`src/rtl/timestamp_capture_pkg.sv`:
```
// Shared constants and types for the timestamp capture block.
package timestamp_capture_pkg;

    localparam int unsigned DefaultWidth = 16;
    localparam int unsigned DefaultDepth = 4;

    typedef logic [DefaultWidth-1:0] timestamp_t;

endpackage

```
`src/rtl/timestamp_capture_fifo.sv`:
```
// Capture FIFO: storage, wrapping pointers and occupancy count.
// A push into a full FIFO is accepted only when a pop happens in the same cycle.
module timestamp_fifo
    import timestamp_capture_pkg::*;
#(
    parameter int unsigned DEPTH = DefaultDepth,
    parameter int unsigned WIDTH = DefaultWidth
) (
    input  logic                       i_clk,
    input  logic                       i_reset_n,
    input  logic                       i_push,
    input  logic [WIDTH-1:0]           i_data,
    input  logic                       i_pop,
    output logic [WIDTH-1:0]           o_data,
    output logic                       o_full,
    output logic                       o_empty,
    output logic [$clog2(DEPTH+1)-1:0] o_level
);

    localparam int unsigned PtrW = $clog2(DEPTH);
    localparam int unsigned LvlW = $clog2(DEPTH+1);

    logic [WIDTH-1:0] mem [DEPTH];
    logic [PtrW-1:0]  wr_ptr_q, wr_ptr_d;
    logic [PtrW-1:0]  rd_ptr_q, rd_ptr_d;
    logic [LvlW-1:0]  level_q, level_d;
    logic             do_push;
    logic             do_pop;

    assign o_full  = (level_q == LvlW'(DEPTH));
    assign o_empty = (level_q == '0);
    assign o_level = level_q;
    assign o_data  = mem[rd_ptr_q];

    assign do_pop  = i_pop & ~o_empty;
    assign do_push = i_push & (~o_full | do_pop);

    // Next-state for pointers and occupancy; pointers wrap naturally (DEPTH is a power of two).
    always_comb begin
        wr_ptr_d = wr_ptr_q;
        rd_ptr_d = rd_ptr_q;
        level_d  = level_q;
        if (do_push) begin
            wr_ptr_d = wr_ptr_q + PtrW'(1);
        end
        if (do_pop) begin
            rd_ptr_d = rd_ptr_q + PtrW'(1);
        end
        unique case ({do_push, do_pop})
            2'b10:   level_d = level_q + LvlW'(1);
            2'b01:   level_d = level_q - LvlW'(1);
            default: level_d = level_q;
        endcase
    end

    // Pointer and occupancy registers.
    always_ff @(posedge i_clk or negedge i_reset_n) begin
        if (!i_reset_n) begin
            wr_ptr_q <= '0;
            rd_ptr_q <= '0;
            level_q  <= '0;
        end else begin
            wr_ptr_q <= wr_ptr_d;
            rd_ptr_q <= rd_ptr_d;
            level_q  <= level_d;
        end
    end

    // Storage is not reset; level and pointers define what is valid.
    always_ff @(posedge i_clk) begin
        if (do_push) begin
            mem[wr_ptr_q] <= i_data;
        end
    end

endmodule

```
`src/rtl/timestamp_capture.sv`:
```
// Captures the upstream counter value on each rising edge of i_event into a FIFO,
// with a sticky overflow flag for dropped captures.
module timestamp_capture
    import timestamp_capture_pkg::*;
#(
    parameter int unsigned DEPTH = DefaultDepth,
    parameter int unsigned WIDTH = DefaultWidth
) (
    input  logic                       i_clk,
    input  logic                       i_reset_n,
    input  logic [WIDTH-1:0]           i_count,
    input  logic                       i_event,
    input  logic                       i_ready,
    input  logic                       i_clear_overflow,
    output logic                       o_valid,
    output logic [WIDTH-1:0]           o_timestamp,
    output logic [$clog2(DEPTH+1)-1:0] o_level,
    output logic                       o_overflow
);

    logic event_q;
    logic overflow_q, overflow_d;
    logic capture;
    logic pop;
    logic full;
    logic empty;
    logic drop;

    assign capture = i_event & ~event_q;
    assign o_valid = ~empty;
    assign pop     = o_valid & i_ready;
    assign drop    = capture & full & ~pop;

    // Drop wins over a coincident clear so no lost capture goes unreported.
    always_comb begin
        overflow_d = overflow_q;
        if (drop) begin
            overflow_d = 1'b1;
        end else if (i_clear_overflow) begin
            overflow_d = 1'b0;
        end
    end

    // Edge-detect and overflow registers; event_q resets high so a held event is ignored.
    always_ff @(posedge i_clk or negedge i_reset_n) begin
        if (!i_reset_n) begin
            event_q    <= 1'b1;
            overflow_q <= 1'b0;
        end else begin
            event_q    <= i_event;
            overflow_q <= overflow_d;
        end
    end

    assign o_overflow = overflow_q;

    timestamp_fifo #(
        .DEPTH (DEPTH),
        .WIDTH (WIDTH)
    ) u_fifo (
        .i_clk     (i_clk),
        .i_reset_n (i_reset_n),
        .i_push    (capture),
        .i_data    (i_count),
        .i_pop     (pop),
        .o_data    (o_timestamp),
        .o_full    (full),
        .o_empty   (empty),
        .o_level   (o_level)
    );

endmodule

```
`config.mk`:
```
export PLATFORM = sky130hd
export DESIGN_NAME = timestamp_capture
export DESIGN_NICKNAME = d
export VERILOG_FILES = /design/src/rtl/timestamp_capture_pkg.sv /design/src/rtl/timestamp_capture_fifo.sv /design/src/rtl/timestamp_capture.sv
export SDC_FILE = /design/constraint.sdc
export NUM_CORES = 1
export LEC_CHECK = 0
export BUFFER_PORTS_ARGS = -buffer_cell sky130_fd_sc_hd__buf_4
export CAP_MARGIN = 30
export CORE_ASPECT_RATIO = 0.75
export CORE_MARGIN = 2
export CORE_UTILIZATION = 57
export CTS_BUF_LIST = sky130_fd_sc_hd__clkbuf_4
export DETAILED_ROUTE_END_ITERATION = 6
export PLACE_DENSITY = 0.8
export RECOVER_POWER = 25
export SYNTH_ARGS = -nofsm -noshare
export SYNTH_HDL_FRONTEND = slang
export SYNTH_SLANG_ARGS = --single-unit
```
`constraint.sdc`:
```
create_clock -name i_clk -period 2.9 [get_ports i_clk]
set_input_delay 0.29 -clock i_clk [delete_from_list [all_inputs] [get_ports i_clk]]
set_output_delay 0.29 -clock i_clk [all_outputs]
set_load 0.05 [all_outputs]
```
==> flow_summary_export.csv, run 1 <==
group,metric,value,unit
die,die-area,5520,sq um
synthesis,synth_top_area_frac,0.683,
power,peakVddDrop,0.000716,V
global_routing,use_met3,0.0777,
synthesis,synth_nets,153,
placed_design,dp_hpwl,2960,um
placed_design,place_ws,526,ps
setup_path,cp_data_arrival_time,2720,ps
setup_path,start_kind,"flop",
sta,tns,0,ps
clock_network,post_cts_buffers,0,
setup_path,rr_worst_depth,9,
sta,slew_viol_final,0,
sta,fin_crit,2380,ps
synthesis,synthCells,126,
outcome,status,"finished clean",
drt,drt-pass1-iter-count,4,
global_routing,grt_pass1_vias,1437,
clock_network,clkLatencyLatePin,400,ps
hold_path,min_path_type,"in2reg",
placed_design,dp_cells,224,
die,std_cell_rows,22,
setup_path,cp-startpoint,"u_fifo.o_level[0]",
clock_network,htreeDepth,3,
synthesis,synthesis.area,2810,sq um
sta,final_hold_viol_count,0,
global_routing,track_usage,0.186,
hold_path,min_to,"o_overflow",
global_routing,busiest_layer,"met2",
placed_design,io_buffers,41,
drt,vias,1333,
clock_network,cts-buffers-inserted,9,
synthesis,synthTopCellsByArea,"edfxtp_1 (68%), mux4_2 (13%), dfrtp_1 (7.1%), ha_1 (2.2%), and2_2 (1.1%)",
setup_path,reg2reg_slack,520,ps
die,die_h,64.8,um
global_routing,use_met1,0.224,
sta,period_share,0.822,
clock_network,clk_pin_slew,110,ps
synthesis,synth_top_cell_by_area,"edfxtp_1",
die,die_x,85.1,um
clock_network,cts_sinks,73,
sta,tightest_slew,809,ps
synthesis,async_reset_ff_frac,0.123,
synthesis,synth_area_per_cell,22.3,sq um
sta,skew,7.42,ps
drt,wl_per_cell,18.3,um
final_layout,drive_above_1_share,0.379,
final_layout,syn2layout_area_growth,16.1,%
synthesis,ys_top_cells_by_count,"edfxtp_1 (64), mux4_2 (16), dfrtp_1 (8), inv_1 (8), ha_1 (5)",
hold_path,min_path_cells,2,
setup_path,r2r-end,"u_fifo.o_level[2]",
power,power.total,3.37,mW
final_layout,num_antenna_cells,0,
clock_network,cts_root_buffer,"clkbuf_4",
placed_design,place_congestion,0.737,
drt,routed_wl,4430,um
global_routing,grt_pass1_wl,7130,um
setup_path,crit_fanout,7,
hold_path,min-delay-start,"i_clear_overflow",
sta,slew_headroom,0.461,
drt,drc_errors,0,
flow_run,maxCapViolCount,0,
setup_path,worstReg2RegStart,"u_fifo.o_level[0]",
die,ios,42,
power,p_leak,1.16,nW
final_layout,finalNetCount,204,
sta,max_freq,419,MHz
power,power_density,1030,nW/um^2
synthesis,yosysWarnings,0,
final_layout,final_cells,242,
clock_network,cts_tree,"yes",
die,core_area,4820,sq um
global_routing,grt_use_met2,0.300,
drt,vias_per_cell,5.51,
drt,ant_nets,0,
global_routing,grt_max_degree,18,
clock_network,cts_max_path_buffers,2,
sta,setup_viol,0,
setup_path,endpoint_kind,"flop",
global_routing,grt_antenna_before_repair,0,
die,start_util,0.584,
final_layout,fin_util,0.678,
synthesis,synth_seq_area_share,0.764,
synthesis,synthDistinctLibCells,22,
sta,rsz0062_at_grt,"no",
global_routing,globalRoute.totalOverflow,0,
setup_path,worstSetupPathType,"reg2reg",
setup_path,crit_required,3240,ps
sta,worst_slack,516,ps
synthesis,yosys_most_used_dff,"edfxtp_1",
drt,drtIter0Drc,58,
synthesis,ys_ff_latch,73,
synthesis,yosys.cell_count.top_type,"edfxtp_1",
synthesis,synth_edf_count,64,
layer usage:
layer | vias up | wire [um]
met5 | - | 0
met4 | 0 | 72
met3 | 10 | 371
met2 | 54 | 2280
met1 | 667 | 1710
li1 | 602 | -
metrics by stage:
step / cell area (sq um) / hold slack (ps)
floorplan: 2810 / -5.59
global placement: 3180 / 116
detailed placement: 3180 / 123
CTS: 3310 / 41.0
global route: 3270 / 23.4
finish: 3270 / 53.2
timing repair:
action / 4_1_cts / 5_1_grt
hold endpoints to repair: 10 / 0
gates resized for setup: 0 / 0
hold buffers: 2 / 0
critical path: stages (launching register included):
cell	delay, ps
dfrtp_1	460
or4b_1	560
nor3b_4	200
inv_1	60
ha_1	180
inv_1	70
fa_1	370
xor2_1	150
nor2_1	120
xor2_1	150
power by group:
group / switching, mW / internal [mW] / total (mW) / leakage (nW)
combinational: 0.895 / 0.537 / 1.43 / 0.412
clock: 0.324 / 0.180 / 0.504 / 0.0616
sequential: 0.140 / 1.30 / 1.44 / 0.687
sequential cells by signal, summed over array words and instances, names as in the netlist:
signal / cells
u_fifo.mem: 64
u_fifo.rd_ptr_q: 2
u_fifo.wr_ptr_q: 2
o_overflow: 1
u_fifo.o_level: 3
event_q: 1
how the worst max path moves through the flow:
stage	end	slack, ps	cells after the start
4_1_cts	u_fifo.o_level[2]	500	9
2_1_floorplan	u_fifo.o_level[2]	450	9
3_5_place_dp	u_fifo.o_level[2]	530	9
5_1_grt	u_fifo.o_level[2]	380	9
3_3_place_gp	u_fifo.o_level[2]	630	9
6_report	u_fifo.o_level[2]	520	9
cell type report:
class,count,area [sq um]
Sequential cell,73,2150
Fill cell,318,1550
Multi-Input combinational cell,41,613
Timing Repair Buffer,44,290
Clock buffer,10,75.1
Tap cell,60,75.1
Clock inverter,6,33.8
Inverter,8,30.0
cells in the final DEF, fill, tap and decap left out, types with 2 or more instances in the layout:
cell / n
edfxtp_1: 64
buf_4: 30
mux4_2: 16
clkbuf_1: 12
clkbuf_4: 10
inv_1: 8
dfrtp_1: 8
ha_1: 5
and2_2: 4
xor2_1: 3
xnor2_1: 3
clkinv_1: 2
clkinv_2: 2
dlygate4sd3_1: 2
cells by family after synthesis:
kind of cell / share of synthesized area
fa+ha+maj: 0.0294
xor+xnor: 0.0187
flops: 0.764
mux: 0.137
compound gates: 0.00667
buf+inv: 0.0182
simple gates: 0.0262
No activity file was read; power rests on OpenSTA's default activity.
==> inputs of run 2 (changes only) <==
- CORE_UTILIZATION: 57 -> 53
- PLACE_DENSITY: 0.8 -> 0.78
- clock period: 2.9 -> 2 ns (I/O delays scaled with it)
==> run 2 against run 1 <==
  * Register-to-register slack got worse by 710 ps
  * Combinational power rose by 68%
  * Worst setup slack worse by 710 ps
  * Cell area up 10%
  * Sequential power up 37%
  * Via count rose by 3.6%
  * Non-clock buffer count grew 27
  * First-iteration DRC count fell by 31%
  * Hold slack gained 56 ps
  * The run now ends with setup timing left
  * Core utilization is 4.0 points higher
==> flow_summary_export.csv, run 2 (synthesis results as in run 1) <==
group,metric,value,unit
sta,setup_viol,2,
setup_path,worstSetupPathType,"reg2reg",
power,peakVddDrop,0.000975,V
setup_path,crit_required,2330,ps
global_routing,grt_antenna_before_repair,0,
hold_path,min_path_type,"in2reg",
sta,tightest_slew,512,ps
final_layout,largest_register_ffs,64,
sta,fin_crit,2190,ps
flow_run,maxCapViolCount,0,
sta,skew,12.2,ps
die,die_x,88.1,um
sta,max_freq,456,MHz
drt,vias,1381,
global_routing,track_usage,0.178,
setup_path,crit_fanout,2,
power,power.total,5.24,mW
die,ios,42,
clock_network,clk_pin_slew,110,ps
sta,tns,-266,ps
global_routing,grt_pass1_vias,1523,
final_layout,layout_common_cells,"edfxtp_1 (64), buf_4 (41), dlygate4sd3_1 (19), mux4_2 (16), clkbuf_4 (10)",
clock_network,cts_sinks,73,
die,core_area,5010,sq um
power,power_density,1460,nW/um^2
setup_path,endpoint_kind,"flop",
placed_design,io_buffers,41,
drt,routed_wl,4500,um
final_layout,finalNetCount,231,
setup_path,crit_path_max_incr_delay,530,ps
placed_design,place_congestion,0.660,
setup_path,start_kind,"flop",
setup_path,reg2reg_slack,-190,ps
hold_path,min-delay-start,"i_ready",
setup_path,path_common_cell,"xor2_1",
drt,wl_per_cell,16.0,um
global_routing,grt_pass1_wl,7230,um
placed_design,dp_hpwl,2940,um
drt,vias_per_cell,4.91,
sta,rsz0062_at_grt,"yes",
drt,ant_nets,0,
sta,slew_viol_final,0,
die,die_h,67.1,um
clock_network,cts_root_buffer,"clkbuf_4",
clock_network,htreeDepth,3,
final_layout,largest_register,"u_fifo.mem",
setup_path,worstReg2RegStart,"u_fifo.o_level[1]",
final_layout,syn2layout_area_growth,27.9,%
final_layout,fill_cells,328,
setup_path,cp_data_arrival_time,2520,ps
final_layout,final_common_cell,"edfxtp_1",
global_routing,grt_max_degree,17,
sta,slew_headroom,0.659,
power,p_leak,1.30,nW
sta,worst_slack,-192,ps
die,die-area,5910,sq um
setup_path,crit_chain,"or4b_4, nor3b_4, inv_1, ha_2, inv_2, fa_2, xor2_1, nor2_1, xor2_1",
outcome,status,"finished, violations left",
setup_path,cp-startpoint,"u_fifo.o_level[1]",
clock_network,cts_max_path_buffers,2,
sta,final_hold_viol_count,0,
clock_network,cts_tree,"yes",
clock_network,cts-buffers-inserted,9,
die,std_cell_rows,22,
final_layout,drive_above_1_share,0.440,
global_routing,globalRoute.totalOverflow,0,
drt,drt-pass1-iter-count,4,
sta,period_share,1.10,
drt,drtIter0Drc,40,
clock_network,clkLatencyLatePin,410,ps
drt,drc_errors,0,
setup_path,worst_path_max_delay_cell,"or4b_4",
die,start_util,0.561,
final_layout,num_antenna_cells,0,
outcome,violations,"setup timing",
run 2: changes by cell type in the layout (fill, tap and decap cells not counted), sizes merged:
cell,before,now
clkinv,4,3
dlygate4sd3,2,19
clkbuf,22,19
buf,30,43
bufinv,0,1
clkinvlp,1,2
inv,9,8
run 2: report_power, final:
group	switching (mW)	internal (mW)
Sequential	0.0885	1.89
Combinational	1.45	0.951
Clock	0.475	0.388
Total	2.01	3.23
run 2: critical path: cells and delay by family (launching register included):
family	cells	cell delay, ps
xor+xnor	2	290
fa+ha+maj	2	500
buf+inv	2	100
flops	1	420
simple gates	3	810
run 2: worst paths after layout:
kind,endpoint,cells past startpoint
min in group asynchronous,u_fifo.o_level[0],2
worst max-delay path,u_fifo.o_level[2],9
worst max register to register,u_fifo.o_level[2],9
worst min-delay path,o_overflow,3
max in group asynchronous,u_fifo.o_level[1],2
worst min register to register,o_overflow,2
run 2: layer usage:
layer / wire (um) / up-vias / track usage
met4: 45 / 0 / 0.0511
met3: 221 / 5 / 0.0793
met5: 0 / - / 0
met1: 1990 / 688 / 0.219
li1: - / 655 / -
met2: 2250 / 33 / 0.289
run 2: cell type report:
type,instances,area [sq um],share of cell area
Sequential cell,73,2150,0.599
Timing Repair Buffer,71,567,0.158
Multi-Input combinational cell,41,622,0.173
Tap cell,72,90.1,0.0250
Clock buffer,10,75.1,0.0209
Inverter,8,30.0,0.00835
Clock inverter,6,60.1,0.0167
run 2: what timing repair did:
item	CTS	global route
hold buffers	19	0
setup buffers	2	0
setup endpoints to repair	15	8
hold endpoints to repair	75	0
resized for setup	2	2
pin swaps	2	0
run 2: per-stage QoR:
step                cells  instance area (sq um)   util  hold WS (ps)  worst slack (ps)
CTS                   281                   3620  0.723          79.4              -180
finish                281                   3600  0.718           109              -192
floorplan             126                   2820      -         -95.6              -299
global route          281                   3600  0.718           109              -283
detailed placement    244                   3280  0.654          29.7              -219
global placement      244                   3280  0.654          25.2              -141
==> inputs of run 3 (changes only) <==
- CORE_UTILIZATION: 53 -> 57
- PLACE_DENSITY: 0.78 -> 0.8
- SKIP_CTS_REPAIR_TIMING: default -> 1
- clock period: 2 -> 2.55 ns (I/O delays scaled with it)
==> run 3 against run 2 <==
  * The flow now finishes without violations
  * Clock skew about the same
  * Sequential share of layout area increased by 2.1 points
  * Total power decreased by 21%
  * Fmax decreased by 11%
  * Global-route usage increased by 0.51 points
  * Clock-buffer cell count decreased by 1
  * First-iteration DRC count increased by 55%
  * Die area decreased by 6.7%
  * Hold slack improved by 0.97 ps
  * Cell area decreased by 3.5%
  * Non-clock buffer count decreased by 14
  * Final cell count decreased by 9.3%
  * Critical endpoint unchanged
  * Highest routed layer unchanged
==> flow_summary_export.csv, run 3 (synthesis results as in run 1) <==
group,metric,value,unit
power,peakVddDrop,0.000726,V
sta,skew,12.0,ps
final_layout,final_cells,255,
global_routing,grt_antenna_before_repair,0,
clock_network,cts-buffers-inserted,9,
drt,drtIter0Drc,62,
final_layout,largest_register,"u_fifo.mem",
final_layout,num_antenna_cells,0,
setup_path,endpoint_kind,"flop",
final_layout,fin_util,0.720,
final_layout,final_common_cell,"edfxtp_1",
sta,slew_headroom,0.653,
final_layout,largest_register_ffs,64,
final_layout,syn2layout_area_growth,23.4,%
final_layout,layout_common_cells,"edfxtp_1 (64), buf_4 (32), mux4_2 (16), dlygate4sd3_1 (14), clkbuf_4 (10)",
final_layout,drive_above_1_share,0.379,
placed_design,place_ws,99.1,ps
drt,vias,1362,
sta,slew_viol_final,0,
sta,tightest_slew,520,ps
setup_path,crit_fanout,7,
die,start_util,0.584,
setup_path,crit_required,2880,ps
setup_path,start_kind,"flop",
sta,fin_crit,2470,ps
die,die_x,85.1,um
drt,vias_per_cell,5.34,
setup_path,worstSetupPathType,"reg2reg",
die,ios,42,
sta,tns,0,ps
power,power.total,4.13,mW
outcome,status,"finished clean",
drt,drt-pass1-iter-count,4,
global_routing,globalRoute.totalOverflow,0,
sta,period_share,0.967,
drt,routed_wl,4660,um
placed_design,io_buffers,41,
drt,ant_nets,0,
clock_network,clkLatencyLatePin,410,ps
flow_run,maxCapViolCount,0,
sta,setup_viol,0,
die,die_h,64.8,um
clock_network,cts_max_path_buffers,2,
hold_path,min_path_type,"in2reg",
clock_network,clk_pin_slew,110,ps
global_routing,track_usage,0.183,
die,core_area,4820,sq um
global_routing,grt_max_degree,17,
drt,drc_errors,0,
sta,rsz0062_at_grt,"no",
placed_design,dp_hpwl,2920,um
power,p_leak,1.25,nW
clock_network,cts_root_buffer,"clkbuf_4",
global_routing,grt_pass1_vias,1418,
die,die-area,5520,sq um
setup_path,cp_data_arrival_time,2800,ps
sta,worst_slack,83.3,ps
clock_network,htreeDepth,3,
final_layout,fill_cells,302,
final_layout,finalNetCount,217,
sta,max_freq,405,MHz
power,power_density,1190,nW/um^2
global_routing,grt_pass1_wl,7090,um
sta,final_hold_viol_count,0,
clock_network,cts_tree,"yes",
drt,wl_per_cell,18.3,um
placed_design,dp_cells,225,
die,std_cell_rows,22,
placed_design,place_congestion,0.657,
clock_network,cts_sinks,73,
-- run 3: metrics by stage --
step	hold WS, ps	instance area [sq um]
2_1_floorplan	-40.6	2810
3_3_place_gp	81.7	3200
3_5_place_dp	85.7	3200
5_1_grt	91.0	3470
6_report	110	3470
4_1_cts	-383	3360
-- run 3: report_power, final --
part           internal, mW  leakage (nW)  switching (mW)
Clock                 0.397        0.0839           0.392
Combinational         0.656         0.482            1.08
Sequential             1.48         0.687           0.122
-- run 3: per-layer routing --
metal,up-vias,track usage,part of all wire
met2,38,0.286,0.51
met4,0,0.0655,0.014
met5,-,0,0
met3,8,0.0955,0.053
met1,685,0.221,0.42
li1,631,-,-
-- run 3: final cells by class --
class	count	area [sq um]	area share
clock buffers	9	67.6	0.0195
clock inverters	7	93.8	0.0270
inverters	8	30.0	0.00865
multi-input cells	41	613	0.177
flip-flops and latches	73	2150	0.619
well taps	60	75.1	0.0216
repair buffers	57	442	0.127
-- run 3: worst max-delay path, cell delays in order, from the launching register on --
cell	delay, ps
dfrtp_1	460
or4b_1	590
nor3b_4	210
inv_1	60
ha_1	190
inv_1	60
fa_1	390
xor2_1	160
nor2_1	110
xor2_1	160
-- run 3: worst paths after layout --
| path | start | endpoint | slack [ps] | cells past startpoint |
|---|---|---|---|---|
| hold / removal | i_count[12] | u_fifo.mem[3][12] | 110 | 1 |
| setup reg to reg | u_fifo.o_level[0] | u_fifo.o_level[2] | 80 | 9 |
| hold reg to reg | o_overflow | o_overflow | 560 | 2 |
| max in group asynchronous | i_reset_n | event_q | 1870 | 2 |
| min in group asynchronous | i_reset_n | u_fifo.rd_ptr_q[1] | 310 | 2 |
| setup / recovery | u_fifo.o_level[0] | u_fifo.o_level[2] | 80 | 9 |
